==> src/rtl/multicycle_control_if.sv <==
// Control bundle between the multicycle controller and the datapath/memory.
// master: controller (drives strobes/selects, reads opcode and zero).
interface multicycle_control_if;
  logic [5:0] opcode;
  logic       zero;
  logic       pcwrite;
  logic       pcwritecond;
  logic       iord;
  logic       memwrite;
  logic       irwrite;
  logic       regwrite;
  logic       alusrca;
  logic [1:0] regdst;
  logic [1:0] memtoreg;
  logic [1:0] alusrcb;
  logic [1:0] aluop;
  logic [1:0] pcsource;

  modport master (
    input  opcode, zero,
    output pcwrite, pcwritecond, iord, memwrite,
    output irwrite, regwrite, alusrca,
    output regdst, memtoreg, alusrcb, aluop, pcsource
  );

  modport slave (
    output opcode, zero,
    input  pcwrite, pcwritecond, iord, memwrite,
    input  irwrite, regwrite, alusrca,
    input  regdst, memtoreg, alusrcb, aluop, pcsource
  );
endinterface

==> src/rtl/multicycle_control.sv <==
// multicycle_control: main FSM of the multicycle MIPS core.
// Ports: clk, reset (async, active-low), bus (master modport:
// opcode/zero in, datapath strobes and selects out), state,
// instr_count (retired count, N bits), illegal (sticky).
// Option: MC_JAL_EN enables the JAL state for opcode 000011.
module multicycle_control #(
  parameter int N = 32
) (
  input  logic                 clk,
  input  logic                 reset,
  multicycle_control_if.master bus,
  output logic [3:0]           state,
  output logic [N-1:0]         instr_count,
  output logic                 illegal
);

  typedef enum logic [3:0] {
    FETCH  = 4'd0,
    DECODE = 4'd1,
    MEMADR = 4'd2,
    MEMRD  = 4'd3,
    MEMWB  = 4'd4,
    MEMWR  = 4'd5,
    REXEC  = 4'd6,
    RWB    = 4'd7,
    BEQ    = 4'd8,
    IEXEC  = 4'd9,
    IWB    = 4'd10,
`ifdef MC_JAL_EN
    JAL    = 4'd12,
`endif
    JUMP   = 4'd11
  } state_t;

  typedef struct packed {
    logic       pcwrite;
    logic       pcwritecond;
    logic       iord;
    logic       memwrite;
    logic       irwrite;
    logic       regwrite;
    logic       alusrca;
    logic [1:0] regdst;
    logic [1:0] memtoreg;
    logic [1:0] alusrcb;
    logic [1:0] aluop;
    logic [1:0] pcsource;
  } ctrl_t;

  localparam logic [5:0] OP_LW   = 6'b100011;
  localparam logic [5:0] OP_SW   = 6'b101011;
  localparam logic [5:0] OP_R    = 6'b000000;
  localparam logic [5:0] OP_BEQ  = 6'b000100;
  localparam logic [5:0] OP_ADDI = 6'b001000;
  localparam logic [5:0] OP_J    = 6'b000010;
`ifdef MC_JAL_EN
  localparam logic [5:0] OP_JAL  = 6'b000011;
`endif

  state_t st;
  state_t nxt;
  ctrl_t  ctl;
  logic   bad_op;
  logic   retire;
  logic   is_mem;
  logic   is_r;
  logic   is_beq;
  logic   is_addi;
  logic   is_j;
`ifdef MC_JAL_EN
  logic   is_jal;
  assign is_jal = bus.opcode == OP_JAL;
`endif

  assign is_mem  = bus.opcode == OP_LW ||
                   bus.opcode == OP_SW;
  assign is_r    = bus.opcode == OP_R;
  assign is_beq  = bus.opcode == OP_BEQ;
  assign is_addi = bus.opcode == OP_ADDI;
  assign is_j    = bus.opcode == OP_J;

  // Moore output table, looked up for the state being entered
  // so the outputs come straight from flops.
  function automatic ctrl_t ctrl_of(state_t s);
    ctrl_t c;
    c = '0;
    case (s)
      FETCH: begin
        c.irwrite = 1'b1;
        c.alusrcb = 2'b01;
        c.pcwrite = 1'b1;
      end
      DECODE: c.alusrcb = 2'b11;
      MEMADR: begin
        c.alusrca = 1'b1;
        c.alusrcb = 2'b10;
      end
      MEMRD: c.iord = 1'b1;
      MEMWB: begin
        c.memtoreg = 2'b01;
        c.regwrite = 1'b1;
      end
      MEMWR: begin
        c.iord     = 1'b1;
        c.memwrite = 1'b1;
      end
      REXEC: begin
        c.alusrca = 1'b1;
        c.aluop   = 2'b10;
      end
      RWB: begin
        c.regdst   = 2'b01;
        c.regwrite = 1'b1;
      end
      BEQ: begin
        c.alusrca     = 1'b1;
        c.aluop       = 2'b01;
        c.pcsource    = 2'b01;
        c.pcwritecond = 1'b1;
      end
      IEXEC: begin
        c.alusrca = 1'b1;
        c.alusrcb = 2'b10;
      end
      IWB: c.regwrite = 1'b1;
      JUMP: begin
        c.pcsource = 2'b10;
        c.pcwrite  = 1'b1;
      end
`ifdef MC_JAL_EN
      JAL: begin
        c.pcsource = 2'b10;
        c.pcwrite  = 1'b1;
        c.regdst   = 2'b10;
        c.memtoreg = 2'b10;
        c.regwrite = 1'b1;
      end
`endif
      default: c = '0;
    endcase
    return c;
  endfunction

  always_comb begin
    nxt    = FETCH;
    bad_op = 1'b0;
    case (st)
      FETCH: nxt = DECODE;
      DECODE: begin
        unique case (1'b1)
          is_mem:  nxt = MEMADR;
          is_r:    nxt = REXEC;
          is_beq:  nxt = BEQ;
          is_addi: nxt = IEXEC;
          is_j:    nxt = JUMP;
`ifdef MC_JAL_EN
          is_jal:  nxt = JAL;
`endif
          default: begin
            nxt    = FETCH;
            bad_op = 1'b1;
          end
        endcase
      end
      MEMADR: nxt = (bus.opcode == OP_SW) ?
                    MEMWR : MEMRD;
      MEMRD:  nxt = MEMWB;
      REXEC:  nxt = RWB;
      IEXEC:  nxt = IWB;
      default: nxt = FETCH;
    endcase
  end

  always_comb begin
    retire = 1'b0;
    case (st)
      MEMWB, MEMWR, RWB, BEQ,
      IWB, JUMP: retire = 1'b1;
`ifdef MC_JAL_EN
      JAL: retire = 1'b1;
`endif
      default: retire = 1'b0;
    endcase
  end

  always_ff @(posedge clk or negedge reset) begin
    if (!reset) begin
      st          <= FETCH;
      ctl         <= ctrl_of(FETCH);
      instr_count <= '0;
      illegal     <= 1'b0;
    end else begin
      st  <= nxt;
      ctl <= ctrl_of(nxt);
      if (retire)
        instr_count <= instr_count + N'(1);
      if (bad_op)
        illegal <= 1'b1;
    end
  end

  // PC and IR writes must not fire while reset is held.
  assign bus.pcwrite     = ctl.pcwrite & reset;
  assign bus.irwrite     = ctl.irwrite & reset;
  assign bus.pcwritecond = ctl.pcwritecond;
  assign bus.iord        = ctl.iord;
  assign bus.memwrite    = ctl.memwrite;
  assign bus.regwrite    = ctl.regwrite;
  assign bus.alusrca     = ctl.alusrca;
  assign bus.regdst      = ctl.regdst;
  assign bus.memtoreg    = ctl.memtoreg;
  assign bus.alusrcb     = ctl.alusrcb;
  assign bus.aluop       = ctl.aluop;
  assign bus.pcsource    = ctl.pcsource;
  assign state           = st;

endmodule

==> src/flat_wrapper.sv <==
// flat-port wrapper written by rule: the top's interface ports become plain ports
module multicycle_control_flat 
#(
  parameter int N = 32
)
  (clk, reset, state, instr_count, illegal, bus_opcode, bus_zero, bus_pcwrite, bus_pcwritecond, bus_iord, bus_memwrite, bus_irwrite, bus_regwrite, bus_alusrca, bus_regdst, bus_memtoreg, bus_alusrcb, bus_aluop, bus_pcsource);
  multicycle_control_if bus_i ();
  input  logic clk;
  input  logic reset;
  output logic [3:0] state;
  output logic [N-1:0] instr_count;
  output logic illegal;
  input wire logic [$bits(bus_i.opcode)-1:0] bus_opcode;
  input wire logic [$bits(bus_i.zero)-1:0] bus_zero;
  output wire logic [$bits(bus_i.pcwrite)-1:0] bus_pcwrite;
  output wire logic [$bits(bus_i.pcwritecond)-1:0] bus_pcwritecond;
  output wire logic [$bits(bus_i.iord)-1:0] bus_iord;
  output wire logic [$bits(bus_i.memwrite)-1:0] bus_memwrite;
  output wire logic [$bits(bus_i.irwrite)-1:0] bus_irwrite;
  output wire logic [$bits(bus_i.regwrite)-1:0] bus_regwrite;
  output wire logic [$bits(bus_i.alusrca)-1:0] bus_alusrca;
  output wire logic [$bits(bus_i.regdst)-1:0] bus_regdst;
  output wire logic [$bits(bus_i.memtoreg)-1:0] bus_memtoreg;
  output wire logic [$bits(bus_i.alusrcb)-1:0] bus_alusrcb;
  output wire logic [$bits(bus_i.aluop)-1:0] bus_aluop;
  output wire logic [$bits(bus_i.pcsource)-1:0] bus_pcsource;
  assign bus_i.opcode = bus_opcode;
  assign bus_i.zero = bus_zero;
  assign bus_pcwrite = bus_i.pcwrite;
  assign bus_pcwritecond = bus_i.pcwritecond;
  assign bus_iord = bus_i.iord;
  assign bus_memwrite = bus_i.memwrite;
  assign bus_irwrite = bus_i.irwrite;
  assign bus_regwrite = bus_i.regwrite;
  assign bus_alusrca = bus_i.alusrca;
  assign bus_regdst = bus_i.regdst;
  assign bus_memtoreg = bus_i.memtoreg;
  assign bus_alusrcb = bus_i.alusrcb;
  assign bus_aluop = bus_i.aluop;
  assign bus_pcsource = bus_i.pcsource;
  multicycle_control #(.N(N)) u_core (.clk(clk), .reset(reset), .bus(bus_i), .state(state), .instr_count(instr_count), .illegal(illegal));
endmodule
==> config.mk <==
export PLATFORM = sky130hd
export DESIGN_NAME = multicycle_control_flat
export DESIGN_NICKNAME = d
export VERILOG_FILES = /design/src/rtl/multicycle_control_if.sv /design/src/rtl/multicycle_control.sv /design/src/flat_wrapper.sv
export SDC_FILE = /design/constraint.sdc
export NUM_CORES = 1
export LEC_CHECK = 0
export BUFFER_PORTS_ARGS = -buffer_cell sky130_fd_sc_hd__buf_2
export CORE_ASPECT_RATIO = 1.25
export CORE_MARGIN = 5
export CORE_UTILIZATION = 55
export CTS_BUF_LIST = sky130_fd_sc_hd__clkbuf_8
export CTS_CLUSTER_DIAMETER = 50
export DETAILED_ROUTE_END_ITERATION = 7
export GPL_ROUTABILITY_DRIVEN = 0
export PLACE_DENSITY = 0.82
export SYNTH_ARGS = -nofsm -noshare
export SYNTH_HDL_FRONTEND = slang
export SYNTH_SLANG_ARGS = --single-unit
==> constraint.sdc <==
create_clock -name clk -period 2.38 [get_ports clk]
set_input_delay 0.119 -clock clk [delete_from_list [all_inputs] [get_ports clk]]
set_output_delay 0.119 -clock clk [all_outputs]
set_load 0.005 [all_outputs]
==> results of run 1 <==
==> power by group through the flow <==
stage | registers, W | logic [W] | clock network (W)
floorplan | 0.00104 | 0.000307 | 0
global placement | 0.00106 | 0.000446 | 0
detailed placement | 0.00107 | 0.000457 | 0
CTS | 0.00105 | 0.000464 | 0.000597
global route | 0.00106 | 0.000506 | 0.000643
finish | 0.00105 | 0.000456 | 0.000586
==> cell type report <==
class	count	share of cell area [%]
sequential	50	43.5
tap	58	2.52
clock inverter	3	1.39
multi-input combinational	163	37.5
timing repair buffer	63	11.3
inverter	11	1.43
clock buffer	5	2.39
==> synth_stat cells (3+ instances only) <==
cell	number
a211oi_1	3
a21oi_1	4
and2_1	4
and3_1	7
buf_4	10
clkbuf_1	6
dfrtp_1	47
dfstp_2	3
inv_1	11
nand2_1	16
nand2b_1	4
nand3_1	11
nand4_1	4
nor2_1	14
nor2b_1	4
nor3_1	18
nor3b_1	6
o21ai_0	5
xnor2_1	10
xor2_1	24
==> worst reg2reg max path: stages, from the launching register on <==
cell and delay (ns):
dfrtp_1 0.44, and4_1 0.29, nand2_1 0.10, or4b_1 0.69
nor3_1 0.30, xor2_1 0.16
==> worst max path at each step <==
stage                             endpoint  slack [ns]  depth (start not counted)
CTS                 u_core.instr_count[25]        0.34                          5
detailed placement  u_core.instr_count[25]        0.36                          5
global route        u_core.instr_count[29]        0.17                          5
floorplan           u_core.instr_count[31]        0.53                          6
finish              u_core.instr_count[25]        0.34                          5
global placement    u_core.instr_count[25]        0.40                          5
==> logic make-up after synthesis <==
logic type	synth area share, %
DFF	50.5
AOI/OAI and AO/OA	6.54
adders and majority gates	0.503
xor gates and xnor gates	12.0
buffers and inverters	6.24
other	0.151
and+or+nand+nor	24.1
==> flip-flops by register name, indices dropped and copies added, names as in the netlist, 2 cells and up <==
name,count
u_core.bus.alusrcb,2
u_core.state,4
u_core.ctl,2
u_core.instr_count,32
==> metrics by stage <==
stage / utilization [%] / area (sq um) / instances / hold WS [ns]
2_1_floorplan: - / 2490 / 242 / -0.177
3_3_place_gp: 63.2 / 2780 / 345 / 0.342
3_5_place_dp: 63.2 / 2780 / 345 / 0.346
4_1_cts: 65.7 / 2880 / 353 / 0.0183
5_1_grt: 65.7 / 2880 / 353 / 0.0361
6_report: 65.7 / 2880 / 353 / -0.0135
==> layer usage <==
metal / share of wire [%] / GRT usage (%)
met5: 0 / 0
met4: 0.77 / 5.75
met2: 56 / 35.2
met3: 4.8 / 4.27
met1: 39 / 19.6
==> impl_metrics.json, run 1 <==
{
  "status": "finished with violations",
  "violations": "negative hold slack",
  "clk_latency_ns": 0.30,
  "n_fill_cell": 383,
  "numPortBuffers": 59,
  "routed_wirelength_um": 5180,
  "slowest_delay_ns": 0.69,
  "synthArstFlopShare_pct": 100,
  "p_clk_share_pct": 28.1,
  "final.period_utilization_pct": 85.8,
  "combPwrFrac_pct": 21.8,
  "cp_max_fo": 7,
  "crit_family": "simple AND/OR/NAND/NOR gates",
  "clk_pin_slew_worst_paths_ns": 0.09,
  "io_pins": 63,
  "cp_cell_sequence": "and4_1 -> nand2_1 -> or4b_1 -> nor3_1 -> xor2_1",
  "r2r_slack_ns": 0.34,
  "synthCells": 241,
  "yosys_register_bits": 50,
  "syn_area_per_cell_sq_um": 10.3,
  "drv_slew": 0,
  "ys_warn_count": 0,
  "dp_hpwl_um": 3850,
  "setup_ws_ns": 0.337,
  "cts_made_buffers": 5,
  "hold_ws_ns": -0.0135,
  "synthTopCellsByArea": "dfrtp_1, xor2_1, nor3_1, xnor2_1, dfstp_2",
  "drt-pass1-iter-count": 4,
  "reg2reg_depth": 5,
  "insertedDiodeCount": 0,
  "cp-start-kind": "flop",
  "ys.flop_type": "dfrtp_1",
  "core_region_area_sq_um": 4390,
  "ant_nets": 0,
  "pre_cts_ws_ns": 0.362,
  "clock-sinks": 50,
  "layout_commonest_cell": "buf_2",
  "p_seq_share_pct": 50.1,
  "slowest_stage": "or4b_1",
  "hp-class": "input pin to asynchronous set/reset pin",
  "power.total_w": 0.00209,
  "startpoint": "u_core.instr_count[7]",
  "wl_per_cell_um": 14.7,
  "synth_area_sq_um": 2490,
  "initial_core_util_pct": 56.6,
  "yosysTopAreaCell": "dfrtp_1",
  "cts_setup_buffers": 0,
  "synth_top_area_share_pct": 47.3,
  "max_slew_margin_pct": 56.5,
  "root_buffer": "clkbuf_8",
  "rows": 27,
  "viasPerCell": 5.32,
  "seq_area_sq_um": 1250,
  "power_leakage_nw": 1.56,
  "crit_required_ns": 2.61,
  "cts_hold_buf": 0,
  "dieArea_sq_um": 5980,
  "setup.worst_path.class": "flop to flop",
  "cts_resized": 0,
  "grt_pass1_wl_um": 8690,
  "grt_start_max_net_pins": 51,
  "first_global_vias": 1828,
  "cp-end-kind": "flop",
  "vias": 1878,
  "r2r-end": "u_core.instr_count[25]",
  "antenna_found_initial": 0,
  "grt_usage_pct": 18.3,
  "ys_seq_area_share_pct": 50.5,
  "drtIter0Drc": 120,
  "critPathBufInv": 0,
  "layout_common_cells": "buf_2, dfrtp_1, xor2_1",
  "setup_violations": 0,
  "tns_ns": 0,
  "critical_path_arrival_ns": 2.28,
  "r2r_start": "u_core.instr_count[7]",
  "cts_max_level": 2,
  "grt-ovfl-total": 0,
  "peakVddDrop_mv": 0.349,
  "chipHeight_um": 85.2,
  "clock_path_buffers": 2,
  "drive_gt1_share_pct": 28.5,
  "tightest_slew_ns": 0.649,
  "maxCapViolations": 0,
  "multi_input_area_sq_um": 1080,
  "fp.dieW_um": 70.2,
  "drc": 0,
  "cts_tree": "built",
  "synth_edf_count": 0,
  "cellPowerDensity_nw_per_um2": 725,
  "fmax_ghz": 0.489,
  "syn_to_final_growth_pct": 15.9,
  "internal-power_w": 0.00147,
  "hold_viol": 6,
  "yosysUniqueCellTypes": 45,
  "power.switching_w": 0.000621,
  "period_minus_slack_ns": 2.04,
  "nNetsFinal": 304,
  "switching_share_pct": 29.7,
  "rsz0062_at_grt": "false",
  "finClkSkew_ns": 0.00779
}
No activity file was read; power rests on OpenSTA's default activity.
==> run 2: changes to the inputs <==
Settings changed: CORE_UTILIZATION 55 to 59, PLACE_DENSITY 0.82 to 0.94.
Clock period 2.38 ns to 2.4 ns, I/O delays scaled along.
==> run 2 against run 1 <==
  * The flow still finishes with violations (negative hold slack)
  * Routed wire length is 0.23% lower
  * Critical path depth stayed put
  * Cell area is 0.17% lower
  * First-iteration DRC count is 9.2% lower
  * Combinational power is 1% lower
==> impl_metrics.json, run 2 (synthesis results as in run 1) <==
{
  "drc": 0,
  "cts_resized": 0,
  "design_area_sq_um": 2880,
  "postPlaceCellArea_sq_um": 2770,
  "nNetsFinal": 304,
  "p_seq_share_pct": 50.8,
  "cts_max_level": 2,
  "clock-sinks": 50,
  "core_region_area_sq_um": 4100,
  "chipHeight_um": 82.6,
  "insertedDiodeCount": 0,
  "p_clk_share_pct": 27.1,
  "hold_ws_ns": -0.000530,
  "rows": 26,
  "cts_setup_buffers": 0,
  "hp-class": "input pin to asynchronous set/reset pin",
  "cp_max_fo": 7,
  "final_util_pct": 70.2,
  "vias": 1924,
  "clk_latency_ns": 0.29,
  "io_pins": 63,
  "slowest_delay_ns": 0.70,
  "maxCapViolations": 0,
  "dieArea_sq_um": 5620,
  "setup.worst_path.class": "flop to flop",
  "syn_to_final_growth_pct": 15.7,
  "power_leakage_nw": 1.56,
  "clock_path_buffers": 2,
  "cp-start-kind": "flop",
  "setup_violations": 0,
  "period_minus_slack_ns": 2.09,
  "hold_viol": 1,
  "grt-ovfl-total": 0,
  "internal-power_w": 0.00145,
  "layout_commonest_cell": "buf_2",
  "switching_share_pct": 29.1,
  "crit_required_ns": 2.62,
  "final.period_utilization_pct": 86.9,
  "cts_tree": "built",
  "combPwrFrac_pct": 22.0,
  "grt_usage_pct": 20.2,
  "top_register": "u_core.instr_count",
  "cp-end-kind": "flop",
  "tns_ns": 0,
  "grt_start_max_net_pins": 51,
  "drtIter0Drc": 109,
  "root_buffer": "clkbuf_8",
  "rsz0062_at_grt": "false",
  "clk_pin_slew_worst_paths_ns": 0.09,
  "finClkSkew_ns": 0.00932,
  "dp_hpwl_um": 3990,
  "antenna_found_initial": 0,
  "grt_pass1_wl_um": 8620,
  "fmax_ghz": 0.479,
  "status": "finished with violations",
  "drt-pass1-iter-count": 4,
  "numPortBuffers": 59,
  "ant_nets": 0,
  "critical_path_arrival_ns": 2.31,
  "slowest_stage": "or4b_1",
  "fp.dieW_um": 68.1,
  "power.switching_w": 0.000595,
  "max_slew_margin_pct": 52.6,
  "routed_wirelength_um": 5160,
  "largest_reg_flops": 32,
  "violations": "negative hold slack",
  "initial_core_util_pct": 60.7,
  "viasPerCell": 5.48,
  "drive_gt1_share_pct": 27.8,
  "cts_made_buffers": 5,
  "first_global_vias": 1893,
  "layout_common_cells": "buf_2, dfrtp_1, xor2_1",
  "cts_hold_buf": 0,
  "cp_cell_sequence": "and4_1 -> nand2_1 -> or4b_1 -> nor3_1 -> xor2_1",
  "cellPowerDensity_nw_per_um2": 711,
  "wl_per_cell_um": 14.7,
  "drv_slew": 0,
  "tightest_slew_ns": 0.706,
  "peakVddDrop_mv": 0.376
}
[run 2: power groups by stage]
stage	Combinational, W	Sequential (W)	Clock [W]
after floorplan	0.000305	0.00103	0
after global placement	0.000438	0.00105	0
after detailed placement	0.000457	0.00106	0
after CTS	0.000458	0.00104	0.000569
after global routing	0.000505	0.00106	0.000608
final	0.000451	0.00104	0.000555
[run 2: worst paths after layout]
kind                       cells past startpoint  slack (ns)                     end                  start
max                                            5        0.31  u_core.instr_count[29]  u_core.instr_count[7]
min                                            2     -0.0005  u_core.instr_count[25]                  reset
max reg2reg                                    5        0.31  u_core.instr_count[29]  u_core.instr_count[7]
min reg2reg                                    1        0.48          u_core.illegal         u_core.illegal
max in group asynchronous                      2        1.99  u_core.bus.pcwritecond                  reset
min in group clk                               3        0.19     u_core.bus.memwrite          bus_opcode[4]
[run 2: per-stage QoR]
| step | cells | worst slack, ns | power (W) | hold WS, ns |
|---|---|---|---|---|
| after floorplan | 242 | 0.552 | 0.00134 | -0.176 |
| after global placement | 343 | 0.421 | 0.00149 | 0.345 |
| after detailed placement | 343 | 0.334 | 0.00151 | 0.353 |
| after CTS | 351 | 0.313 | 0.00207 | 0.0270 |
| after global routing | 351 | 0.170 | 0.00217 | 0.0403 |
| final | 351 | 0.314 | 0.00205 | -0.000530 |
[run 2: worst max-delay path: cells and delay by family, from the launching register on]
family / cells / cell delay [ns]
simple gates: 4 / 1.40
flops: 1 / 0.45
xor+xnor: 1 / 0.17
[run 2: final cells by class]
cell class	instances	area [sq um]
clock inverter	3	37.5
multi-input combinational	163	1080
inverter	11	41.3
clock buffer	5	68.8
tap	56	70.1
fill	314	1220
timing repair buffer	63	325
sequential	50	1250
[run 2: per-layer routing]
layer  global-route usage (%)  routed length (um)
met5                        0                   0
met4                     8.35                 112
met3                     3.92                 267
met2                     36.6                2760
met1                     22.8                2020
==> run 3: changes to the inputs <==
Settings changed: BUFFER_PORTS_ARGS -buffer_cell sky130_fd_sc_hd__buf_2 to default, CORE_UTILIZATION 59 to 65, DONT_BUFFER_PORTS from default to 1, PLACE_DENSITY 0.94 to 0.88.
==> run 3 against run 2 <==
  * Clock skew is 0.0020 ns lower
  * Global-route usage fell by 0.13 points
  * Highest routed layer unchanged
  * Via count shrank 12%
  * The flow now finishes without violations
==> impl_metrics.json, run 3 (synthesis results as in run 1) <==
{
  "final.period_utilization_pct": 87.0,
  "hold_viol": 0,
  "grt-ovfl-total": 0,
  "setup.worst_path.class": "flop to flop",
  "multi_input_area_sq_um": 1080,
  "rsz0062_at_grt": "false",
  "clk_pin_slew_worst_paths_ns": 0.08,
  "drtIter0Drc": 93,
  "crit_end": "u_core.instr_count[25]",
  "hp-class": "input pin to flop",
  "clk_latency_ns": 0.30,
  "cellPowerDensity_nw_per_um2": 734,
  "numPortBuffers": 0,
  "n_fill_cell": 281,
  "io_pins": 63,
  "syn_to_final_growth_pct": 3.37,
  "hold_ws_ns": 0.0290,
  "cts_max_level": 2,
  "root_buffer": "clkbuf_8",
  "grt_start_max_net_pins": 51,
  "core_region_area_sq_um": 3750,
  "grt_pass1_wl_um": 8000,
  "drc": 0,
  "chipHeight_um": 79.2,
  "max_slew_margin_pct": 57.7,
  "startpoint": "u_core.instr_count[7]",
  "tightest_slew_ns": 0.630,
  "peakVddDrop_mv": 0.311,
  "drive_gt1_share_pct": 9.75,
  "vias": 1692,
  "drt-pass1-iter-count": 4,
  "fp.dieW_um": 65.3,
  "r2r_slack_ns": 0.31,
  "cts_made_buffers": 5,
  "initial_core_util_pct": 66.3,
  "insertedDiodeCount": 0,
  "fmax_ghz": 0.479,
  "drv_slew": 0,
  "first_global_vias": 1670,
  "grt_usage_pct": 20.1,
  "top_register": "u_core.instr_count",
  "wl_per_cell_um": 17.4,
  "viasPerCell": 6.13,
  "r2r-end": "u_core.instr_count[25]",
  "cp_max_fo": 7,
  "layout_commonest_cell": "dfrtp_1",
  "cp-start-kind": "flop",
  "seq_area_sq_um": 1250,
  "antenna_found_initial": 0,
  "critical_path_arrival_ns": 2.31,
  "rows": 25,
  "routed_wirelength_um": 4800,
  "cts_tree": "built",
  "setup_violations": 0,
  "layout_common_cells": "dfrtp_1, xor2_1, nor3_1",
  "period_minus_slack_ns": 2.09,
  "final_util_pct": 68.5,
  "status": "complete, no violations",
  "maxCapViolations": 0,
  "cp-end-kind": "flop",
  "power_leakage_nw": 1.26,
  "ant_nets": 0,
  "r2r_start": "u_core.instr_count[7]",
  "clock_path_buffers": 2,
  "crit_required_ns": 2.62,
  "nNetsFinal": 245,
  "dieArea_sq_um": 5170,
  "reg2reg_depth": 5,
  "dp_hpwl_um": 3420,
  "clock-sinks": 50,
  "tns_ns": 0,
  "finClkSkew_ns": 0.00732,
  "largest_reg_flops": 32
}
-- run 3: area by class of cell --
cell class | instances | area share (%)
Clock buffer | 6 | 3.21
Clock inverter | 2 | 0.341
Inverter | 11 | 1.61
Multi-Input combinational cell | 163 | 42.0
Sequential cell | 50 | 48.8
Tap cell | 40 | 1.95
Timing Repair Buffer | 4 | 2.04
-- run 3: power by group --
part / internal, W / switching [W] / total (W)
Sequential: 0.000945 / 0.000125 / 0.00107
Combinational: 0.000149 / 0.000188 / 0.000337
Clock: 0.000228 / 0.000253 / 0.000481
Total: 0.00132 / 0.000565 / 0.00189
-- run 3: critical path, cell delays in order, from the launching register on --
cell,delay [ns]
dfrtp_1,0.46
and4_1,0.29
nand2_1,0.11
or4b_1,0.70
nor3_1,0.27
xor2_1,0.18
-- run 3: worst min-delay path by stage --
stage / start / endpoint / slack [ns] / depth (start not counted)
after floorplan: reset / u_core.bus.aluop[1] / -0.18 / 0
after global placement: reset / u_core.instr_count[28] / -0.17 / 0
after detailed placement: reset / u_core.instr_count[28] / -0.17 / 0
after CTS: bus_opcode[3] / u_core.state[2] / 0.02 / 2
after global routing: bus_opcode[3] / u_core.state[2] / 0.03 / 2
final: bus_opcode[3] / u_core.state[2] / 0.03 / 2
-- run 3: metrics by stage --
step                      setup WS [ns]  instances  total power, W  area, sq um
after floorplan                   0.552        242         0.00134         2490
after global placement            0.373        266         0.00139         2440
after detailed placement          0.329        266         0.00140         2440
after CTS                         0.304        276         0.00190         2570
after global routing             0.0654        276         0.00199         2570
final                             0.311        276         0.00189         2570
-- run 3: what timing repair did --
item	in CTS	in global routing
endpoints found under the hold margin	50	0
resized for setup	0	0
hold buffers	2	0
buffers inserted	0	0
-- run 3: layer usage --
layer | routed length, um | GRT usage [%]
met5 | 0 | 0
met4 | 167 | 11.6
met3 | 334 | 6.65
met2 | 2500 | 33.3
met1 | 1800 | 22.3
